`config.mk`:
```
export PLATFORM = sky130hd
export DESIGN_NAME = unified_mem_arbiter_flat
export DESIGN_NICKNAME = d
export VERILOG_FILES = /design/src/rtl/unified_mem_arbiter_if.sv /design/src/rtl/unified_mem_arbiter.sv /design/src/flat_wrapper.sv
export SDC_FILE = /design/constraint.sdc
export NUM_CORES = 1
export LEC_CHECK = 0
export ABC_AREA = 1
export CORE_AREA = 3 3 108 110
export DETAILED_ROUTE_END_ITERATION = 16
export DIE_AREA = 0 0 111 113
export PLACE_DENSITY = 0.67
export SLEW_MARGIN = 20
export SYNTH_ARGS = -nofsm -noshare
export SYNTH_HDL_FRONTEND = slang
export SYNTH_SLANG_ARGS = --single-unit
```
`constraint.sdc`:
```
create_clock -name clk -period 3 [get_ports clk]
set_clock_uncertainty 0.05 [all_clocks]
set_input_delay 0.3 -clock clk [delete_from_list [all_inputs] [get_ports clk]]
set_output_delay 0.3 -clock clk [all_outputs]
set_load 0.02 [all_outputs]
```
`src/rtl/unified_mem_arbiter_if.sv`:
```
// -----------------------------------------------------------------------------
// unified_mem_arbiter_if
//
// Bundles the three buses that meet at the unified memory arbiter:
//   - instruction-fetch port (i_*): read-only requester
//   - data port (d_*): read/write requester
//   - RAM port (mem_*): single-ported synchronous RAM, 1-cycle read latency
//
// Modports:
//   slave  : the arbiter's view (takes requests, drives grants/responses,
//            drives the RAM command, receives RAM read data)
//   master : the environment's view (CPU ports plus the RAM itself)
// -----------------------------------------------------------------------------
interface unified_mem_arbiter_if #(
    parameter int ADDR_W = 32,
    parameter int DATA_W = 32
);
    // Instruction-fetch port
    logic              i_req;
    logic [ADDR_W-1:0] i_addr;
    logic              i_gnt;
    logic              i_rvalid;
    logic [DATA_W-1:0] i_rdata;

    // Data port
    logic              d_req;
    logic              d_we;
    logic [ADDR_W-1:0] d_addr;
    logic [DATA_W-1:0] d_wdata;
    logic              d_gnt;
    logic              d_rvalid;
    logic [DATA_W-1:0] d_rdata;

    // RAM port
    logic              mem_en;
    logic              mem_we;
    logic [ADDR_W-1:0] mem_addr;
    logic [DATA_W-1:0] mem_wdata;
    logic [DATA_W-1:0] mem_rdata;

    modport slave (
        input  i_req, i_addr,
        input  d_req, d_we, d_addr, d_wdata,
        input  mem_rdata,
        output i_gnt, i_rvalid, i_rdata,
        output d_gnt, d_rvalid, d_rdata,
        output mem_en, mem_we, mem_addr, mem_wdata
    );

    modport master (
        output i_req, i_addr,
        output d_req, d_we, d_addr, d_wdata,
        output mem_rdata,
        input  i_gnt, i_rvalid, i_rdata,
        input  d_gnt, d_rvalid, d_rdata,
        input  mem_en, mem_we, mem_addr, mem_wdata
    );
endinterface

```
`src/rtl/unified_mem_arbiter.sv`:
```
// -----------------------------------------------------------------------------
// unified_mem_arbiter
//
// Shares one single-ported synchronous RAM between the CPU instruction-fetch
// port (I) and the data port (D) so that code and data live in one memory
// image. Data accesses win conflicts so loads/stores can retire; a starvation
// counter forces a fetch grant after STARVE_LIMIT consecutive fetch losses.
//
// Ports:
//   clk          : system clock, all state updates on the rising edge
//   rst_n        : synchronous active-low reset
//   bus          : unified_mem_arbiter_if.slave
//                    i_req/i_addr -> i_gnt, i_rvalid, i_rdata
//                    d_req/d_we/d_addr/d_wdata -> d_gnt, d_rvalid, d_rdata
//                    mem_en/mem_we/mem_addr/mem_wdata -> RAM, mem_rdata <- RAM
//   conflict_cnt : saturating count of cycles with i_req & d_req both high
//
// Parameters:
//   ADDR_W       : address width (byte address passed through unchanged)
//   DATA_W       : data width
//   STARVE_LIMIT : fetch losses tolerated before fetch is forced (1..15)
// -----------------------------------------------------------------------------
module unified_mem_arbiter #(
    parameter int ADDR_W       = 32,
    parameter int DATA_W       = 32,
    parameter int STARVE_LIMIT = 4
) (
    input  logic                   clk,
    input  logic                   rst_n,
    unified_mem_arbiter_if.slave   bus,
    output logic [15:0]            conflict_cnt
);

    localparam logic [3:0]  STARVE_MAX = 4'(STARVE_LIMIT);
    localparam logic [15:0] CNT_MAX    = 16'hFFFF;

    // ------------------------------------------------------------------
    // Local copies of the request side
    // ------------------------------------------------------------------
    logic              i_req;
    logic [ADDR_W-1:0] i_addr;
    logic              d_req;
    logic              d_we;
    logic [ADDR_W-1:0] d_addr;
    logic [DATA_W-1:0] d_wdata;

    assign i_req   = bus.i_req;
    assign i_addr  = bus.i_addr;
    assign d_req   = bus.d_req;
    assign d_we    = bus.d_we;
    assign d_addr  = bus.d_addr;
    assign d_wdata = bus.d_wdata;

    // ------------------------------------------------------------------
    // State
    // ------------------------------------------------------------------
    logic        resp_i_reg;
    logic        resp_d_reg;
    logic [3:0]  starve_cnt_reg;
    logic [3:0]  starve_cnt_next;
    logic [15:0] conflict_cnt_reg;
    logic [15:0] conflict_cnt_next;

    // ------------------------------------------------------------------
    // Grant decision (combinational, same cycle as the request)
    // ------------------------------------------------------------------
    logic conflict;
    logic starved;
    logic i_gnt;
    logic d_gnt;

    assign conflict = i_req & d_req;
    assign starved  = (starve_cnt_reg == STARVE_MAX);

    // Grants are gated by rst_n so no access can start while reset is held.
    // On a conflict D wins unless fetch has already lost STARVE_LIMIT times.
    assign i_gnt = rst_n & i_req & (~d_req | starved);
    assign d_gnt = rst_n & d_req & ~(i_req & starved);

    assign bus.i_gnt = i_gnt;
    assign bus.d_gnt = d_gnt;

    // ------------------------------------------------------------------
    // RAM command mux
    // Grants are one-hot (or zero), so an AND-OR mux selects the granted
    // port and naturally yields all-zero address/data with no grant.
    // ------------------------------------------------------------------
    logic [ADDR_W-1:0] mem_addr;
    logic [DATA_W-1:0] mem_wdata;

    generate
        for (genvar gi = 0; gi < ADDR_W; gi++) begin : g_addr_mux
            assign mem_addr[gi] = (i_gnt & i_addr[gi]) | (d_gnt & d_addr[gi]);
        end
        // Fetch never writes, so write data only ever comes from D.
        for (genvar gi = 0; gi < DATA_W; gi++) begin : g_wdata_mux
            assign mem_wdata[gi] = d_gnt & d_wdata[gi];
        end
    endgenerate

    assign bus.mem_en    = i_gnt | d_gnt;
    assign bus.mem_we    = d_gnt & d_we;
    assign bus.mem_addr  = mem_addr;
    assign bus.mem_wdata = mem_wdata;

    // ------------------------------------------------------------------
    // Read response routing
    // The RAM returns data one cycle after the access, so the owner of the
    // response is simply whoever was granted a read in the previous cycle.
    // Writes produce no response.
    // ------------------------------------------------------------------
    assign bus.i_rvalid = resp_i_reg;
    assign bus.d_rvalid = resp_d_reg;
    assign bus.i_rdata  = bus.mem_rdata;
    assign bus.d_rdata  = bus.mem_rdata;

    // ------------------------------------------------------------------
    // Next-state logic
    // ------------------------------------------------------------------
    always_comb begin
        starve_cnt_next = starve_cnt_reg;
        // Any fetch grant, or fetch no longer asking, ends the losing streak.
        if (i_gnt || !i_req) begin
            starve_cnt_next = 4'd0;
        end else if (d_gnt && (starve_cnt_reg < STARVE_MAX)) begin
            starve_cnt_next = starve_cnt_reg + 4'd1;
        end
    end

    always_comb begin
        conflict_cnt_next = conflict_cnt_reg;
        if (conflict && (conflict_cnt_reg != CNT_MAX)) begin
            conflict_cnt_next = conflict_cnt_reg + 16'd1;
        end
    end

    // ------------------------------------------------------------------
    // Registers
    // ------------------------------------------------------------------
    always_ff @(posedge clk) begin
        if (!rst_n) begin
            resp_i_reg       <= 1'b0;
            resp_d_reg       <= 1'b0;
            starve_cnt_reg   <= 4'd0;
            conflict_cnt_reg <= 16'd0;
        end else begin
            resp_i_reg       <= i_gnt;
            resp_d_reg       <= d_gnt & ~d_we;
            starve_cnt_reg   <= starve_cnt_next;
            conflict_cnt_reg <= conflict_cnt_next;
        end
    end

    assign conflict_cnt = conflict_cnt_reg;

endmodule

```
`src/flat_wrapper.sv`:
```
// flat-port wrapper written by rule: the top's interface ports become plain ports
module unified_mem_arbiter_flat 
#(
    parameter int ADDR_W       = 32,
    parameter int DATA_W       = 32,
    parameter int STARVE_LIMIT = 4
)
  (clk, rst_n, conflict_cnt, bus_i_req, bus_i_addr, bus_d_req, bus_d_we, bus_d_addr, bus_d_wdata, bus_mem_rdata, bus_i_gnt, bus_i_rvalid, bus_i_rdata, bus_d_gnt, bus_d_rvalid, bus_d_rdata, bus_mem_en, bus_mem_we, bus_mem_addr, bus_mem_wdata);
  unified_mem_arbiter_if #(.ADDR_W(ADDR_W), .DATA_W(DATA_W)) bus_i ();
  input  logic clk;
  input  logic rst_n;
  output logic [15:0] conflict_cnt;
  input wire logic [$bits(bus_i.i_req)-1:0] bus_i_req;
  input wire logic [$bits(bus_i.i_addr)-1:0] bus_i_addr;
  input wire logic [$bits(bus_i.d_req)-1:0] bus_d_req;
  input wire logic [$bits(bus_i.d_we)-1:0] bus_d_we;
  input wire logic [$bits(bus_i.d_addr)-1:0] bus_d_addr;
  input wire logic [$bits(bus_i.d_wdata)-1:0] bus_d_wdata;
  input wire logic [$bits(bus_i.mem_rdata)-1:0] bus_mem_rdata;
  output wire logic [$bits(bus_i.i_gnt)-1:0] bus_i_gnt;
  output wire logic [$bits(bus_i.i_rvalid)-1:0] bus_i_rvalid;
  output wire logic [$bits(bus_i.i_rdata)-1:0] bus_i_rdata;
  output wire logic [$bits(bus_i.d_gnt)-1:0] bus_d_gnt;
  output wire logic [$bits(bus_i.d_rvalid)-1:0] bus_d_rvalid;
  output wire logic [$bits(bus_i.d_rdata)-1:0] bus_d_rdata;
  output wire logic [$bits(bus_i.mem_en)-1:0] bus_mem_en;
  output wire logic [$bits(bus_i.mem_we)-1:0] bus_mem_we;
  output wire logic [$bits(bus_i.mem_addr)-1:0] bus_mem_addr;
  output wire logic [$bits(bus_i.mem_wdata)-1:0] bus_mem_wdata;
  assign bus_i.i_req = bus_i_req;
  assign bus_i.i_addr = bus_i_addr;
  assign bus_i.d_req = bus_d_req;
  assign bus_i.d_we = bus_d_we;
  assign bus_i.d_addr = bus_d_addr;
  assign bus_i.d_wdata = bus_d_wdata;
  assign bus_i.mem_rdata = bus_mem_rdata;
  assign bus_i_gnt = bus_i.i_gnt;
  assign bus_i_rvalid = bus_i.i_rvalid;
  assign bus_i_rdata = bus_i.i_rdata;
  assign bus_d_gnt = bus_i.d_gnt;
  assign bus_d_rvalid = bus_i.d_rvalid;
  assign bus_d_rdata = bus_i.d_rdata;
  assign bus_mem_en = bus_i.mem_en;
  assign bus_mem_we = bus_i.mem_we;
  assign bus_mem_addr = bus_i.mem_addr;
  assign bus_mem_wdata = bus_i.mem_wdata;
  unified_mem_arbiter #(.ADDR_W(ADDR_W), .DATA_W(DATA_W), .STARVE_LIMIT(STARVE_LIMIT)) u_core (.clk(clk), .rst_n(rst_n), .bus(bus_i), .conflict_cnt(conflict_cnt));
endmodule
```
### Word level (Yosys, flattened, before mapping)

Cells that the tools add are included.
Widths: inputs -> output; s select.

| storage, ports and cells | value |
|---|---|
| register bits | 22 |
| latch bits | 0 |
| memory bits (writable) | 0 |
| bits in read-only memories | 0 |
| input bits | 133 |
| output and inout port bits | 150 |
| logic and storage cells | 156 |
| memories | 0 |

| operators by class | value |
|---|---|
| add/sub/neg operators | 2 |
| multipliers | 0 |
| divide/modulo/power cells | 0 |
| $lt $le $gt $ge | 1 |
| equality and inequality tests | 2 |
| shifts and indexed selects | 0 |
| mux-type cells | 0 |
| bitwise logic cells | 142 |
| reduce and logical (&&, ||, !) cells | 5 |

Operator list:

| operator | number |
|---|---|
| $and 1x1->1 | 104 |
| $or 1x1->1 | 34 |
| $add 16x1->16 const B | 1 |
| $ne 16x16->1 const B | 1 |
| $add 4x1->4 const B | 1 |
| $eq 4x3->1 const B | 1 |
| $lt 4x3->1 const B | 1 |
| $not 1->1 | 4 |
| $logic_and 1x1->1 | 2 |
| $reduce_or 2->1 | 1 |
| $logic_not 1->1 | 1 |
| $logic_or 1x1->1 | 1 |

### Longest topological paths before layout

Gate-level depths: netlist of the first run.

| depth | value |
|---|---|
| depth after elaboration | 6 |
| gate-level depth with buffers | 9 |
| mapped depth without buffers | 9 |

### Worst setup path after synthesis of the first run

No wires, ideal clock.

| path | value |
|---|---|
| path type | register -> output |
| start point | reg u_core.starve_cnt_reg[0] |
| end point | out bus_mem_addr[0] |
| data arrival time | 1432 ps |
| data required time | 2650 ps |
| setup slack | 1218 ps |
| cell stages (with the launch flop) | 8 |
| buffers on the path | 1 |
| cells stage by stage | dfxtp_1 inv_1 ha_1 nand4_1 nand2_1 inv_2 buf_2 a22o_1 |

| between the ends | value |
|---|---|
| word-level cells in the longest chain between the ends | 6 |
| elaborated cells between the ends (all ways) | 9 |
| those cells by class | eq/ne: 1; bitwise: 8 |

RTL lines:

| item | line | source |
|---|---|---|
| start: declaration | unified_mem_arbiter.sv:59 | `logic [3:0] starve_cnt_reg;` |
| start signal: assignment | unified_mem_arbiter.sv:149 | `starve_cnt_reg <= starve_cnt_next;` |
| $eq 4x3->1 | unified_mem_arbiter.sv:73 | `assign starved = (starve_cnt_reg == STARVE_MAX);` |
| $and 1x1->1 | unified_mem_arbiter.sv:78 | `assign d_gnt = rst_n & d_req & ~(i_req & starved);` |
| $not 1->1 | unified_mem_arbiter.sv:78 |  |
| $and 1x1->1 | unified_mem_arbiter.sv:78 |  |
| net bus_d_gnt | flat_wrapper.sv:23 | `output wire logic [$bits(bus_i.d_gnt)-1:0] bus_d_gnt;` |
| $and 1x1->1 | unified_mem_arbiter.sv:93 | `assign mem_addr[gi] = (i_gnt & i_addr[gi]) \| (d_gnt & d_addr[gi]);` |
| $or 1x1->1 | unified_mem_arbiter.sv:93 |  |
| end: declaration | flat_wrapper.sv:28 | `output wire logic [$bits(bus_i.mem_addr)-1:0] bus_mem_addr;` |

The timed path passes the listed nets, and every way through them passes these cells.

### Final worst setup path of the first run

| path | value |
|---|---|
| start point | reg u_core.starve_cnt_reg[0] |
| end point | out bus_mem_addr[28] |

| between the ends | value |
|---|---|
| word-level cells in the longest chain between the ends | 6 |
| elaborated cells between the ends (all ways) | 9 |
| those cells by class | eq/ne: 1; bitwise: 8 |

RTL lines:

| item | line |
|---|---|
| $eq 4x3->1 * | unified_mem_arbiter.sv:73 |
| $and 1x1->1 | unified_mem_arbiter.sv:78 |
| $not 1->1 | unified_mem_arbiter.sv:78 |
| $and 1x1->1 | unified_mem_arbiter.sv:78 |
| $and 1x1->1 | unified_mem_arbiter.sv:93 |
| $or 1x1->1 * | unified_mem_arbiter.sv:93 |

Mark *: on every way between the ends. The rest lies on a longest branch, timed or not.

==> results.txt, run 1 <==
Outcome: complete, no violations
Die height: 113 µm
Routed vias/inst: 4.23
CP Capture Type: output port
Final Max Tran Viols: 0
Ys Warns: 0
CP Max Fanout: 35
RSZ-0062 raised after global routing: no
Worst hold path type: reg2reg
Pleak: 1.68 nW
First-pass GRT wire length: 14.2 mm
Antenna-violating nets left: 0
Syn-to-layout area delta: 69.4%
Worst-case headroom to the max-slew limit: 57.3%
Post-CTS Resized: 0
Power Dens Cells: 245 nW/µm²
Mapped Area: 2310 µm²
Max-cap violations: 0
Nets: 629
Mapped Cells: 374
Worst-Margin Slew: 0.640 ns
Commonest non-fill, non-tap cells in the layout: clkdlybuf4s50_1 (186), nor2_1 (71), inv_1 (57)
DR pass1 iterations: 5
Post-CTS Hold Fix Bufs: 0
Largest register FFs: 16
Register area share after synthesis: 19.0%
Setup TNS: 0 ns
Total Routed Length: 9.35 mm
Clock buffer depth: 2
Pre-CTS setup slack: 0.250 ns
Minimum clock period: 2.80 ns
Initial core utilization: 21.4%
Remaining DRCs: 0
Synth cell types: 24
Commonest non-fill, non-tap cell in the layout: clkdlybuf4s50_1
Final WS setup: 0.198 ns
TritonCTS clock tree: built
Worst path arrival time: 2.45 ns
Chip width: 111 µm
CP Class: reg2out
H-tree depth: 1
Fmax achieved: 357 MHz
Fin crit share: 93.4%
GRT overflow: 0
Critical Path RT: 2.65 ns
Initial antenna violation count: 0
Port buffer count: 186
CP Launch Type: flip-flop
Iteration-0 DRC Markers: 132
Post-CTS Setup Inserts: 0
Detailed Place HPWL: 7.89 mm
Vias in the first global route: 2652
Hold Fails Final Rpt: 0
Root Buffer: clkbuf_8
Total core area: 10800 µm²
Largest net degree at the start of global routing: 36
Num CTS Buffers: 3
Overall routing resource usage: 13.9%
Peak supply drop: 159 µV
Gpl congestion: 0.852
Final Setup Violations: 0
Post-DR wirelength/cell: 14.8 µm
# diodes: 0
Mapped Nets: 510
Die area: 12500 µm²
Clock sink total: 22
Clock-pin slew of the registers on the worst-case setup and hold paths: 0.08 ns
Mean Syn Cell Area: 6.18 µm²
Flop and latch count out of synthesis: 22
Placement Rows: 38
Share of post-route cells with drive strength above 1: 4.07%
Ports: 283
Skew-Pair Late Insertion Delay: 0.27 ns
Via count: 2672
==> layout make-up <==
class,instances,area [µm²]
clock buffers,3,41.3
well taps,140,175
clock inverters,1,30.0
fillers,1117,6880
multi-input cells,214,1100
inverters,63,236
flip-flops and latches,22,440
repair buffers,189,1900
==> worst paths after layout <==
check                                         startpoint                       end  slack, ns  depth (start not counted)
worst min-delay path            u_core.starve_cnt_reg[3]  u_core.starve_cnt_reg[3]       0.41                          2
worst max-delay path            u_core.starve_cnt_reg[0]          bus_mem_addr[28]       0.20                          7
worst max register to register  u_core.starve_cnt_reg[0]  u_core.starve_cnt_reg[0]       1.03                          8
worst min register to register  u_core.starve_cnt_reg[3]  u_core.starve_cnt_reg[3]       0.41                          2
==> metal layers <==
layer / part of all wire, % / global-route usage, %
met1: 41 / 17.0
met2: 45 / 21.9
met3: 12 / 5.72
met4: 2.6 / 5.01
met5: 0 / 0
==> cells by family (layout without fill, tap and decap cells) <==
| kind of cell | count (synthesis) | after routing | synth area share [%] |
|---|---|---|---|
| AO/OA/AOI/OAI | 46 | 46 | 15.3 |
| XOR/XNOR | 1 | 1 | 0.379 |
| adder cells (fa/ha/maj) | 3 | 3 | 1.62 |
| buffers and inverters | 138 | 256 | 33.5 |
| flip-flops | 22 | 22 | 19.0 |
| AND/OR/NAND/NOR | 164 | 164 | 30.2 |
==> cell usage after synthesis, drive strengths merged <==
cell type  number  area, µm²
clkinv          1       3.75
o21ai           1       5.00
dfxtp          22        440
ha              3       37.5
nand4           4       25.0
nand3          26        148
xor2            1       8.76
a22o           32        280
nor2           74        290
a21oi          12       60.1
clkbuf          3       11.3
buf            72        527
nand2          58        225
inv            62        233
a21boi          1       7.51
nor3            2       10.0
==> report_power, final <==
part	total, mW	switching, mW	internal [mW]	leakage [nW]
Clock	0.280	0.101	0.178	0.0357
Combinational	0.384	0.158	0.226	1.47
Sequential	0.297	0.00246	0.295	0.178
==> critical path, cell delays in order (launching register included) <==
cell and delay, ns:
dfxtp_1 0.34, inv_1 0.07, ha_1 0.21, nand4_1 0.09
nand2_1 0.08, inv_2 0.47, a22o_1 0.28, clkdlybuf4s50_1 0.63
==> stage by stage <==
stage          utilization, %  cells  total power [mW]  hold WS (ns)  cell area (µm²)
2_1_floorplan               -    374             0.567         0.322             2310
3_5_place_dp             35.6    628             0.688         0.386             3850
4_1_cts                  36.3    632             0.972         0.401             3920
6_report                 36.3    632             0.961         0.408             3920
3_3_place_gp             35.6    628             0.686         0.381             3850
5_1_grt                  36.3    632              1.01         0.417             3920
No activity file was read; power rests on OpenSTA's default activity.
==> run 2: changes to the inputs <==
--- a/config.mk
+++ b/config.mk
@@ -9,6 +9,7 @@
 export CORE_AREA = 3 3 108 110
 export DETAILED_ROUTE_END_ITERATION = 16
 export DIE_AREA = 0 0 111 113
+export HOLD_SLACK_MARGIN = 0.08
 export PLACE_DENSITY = 0.67
 export SLEW_MARGIN = 20
 export SYNTH_ARGS = -nofsm -noshare
==> results of run 2 <==
Same layout as run 1: the final DEF is identical, and so are final timing and power.
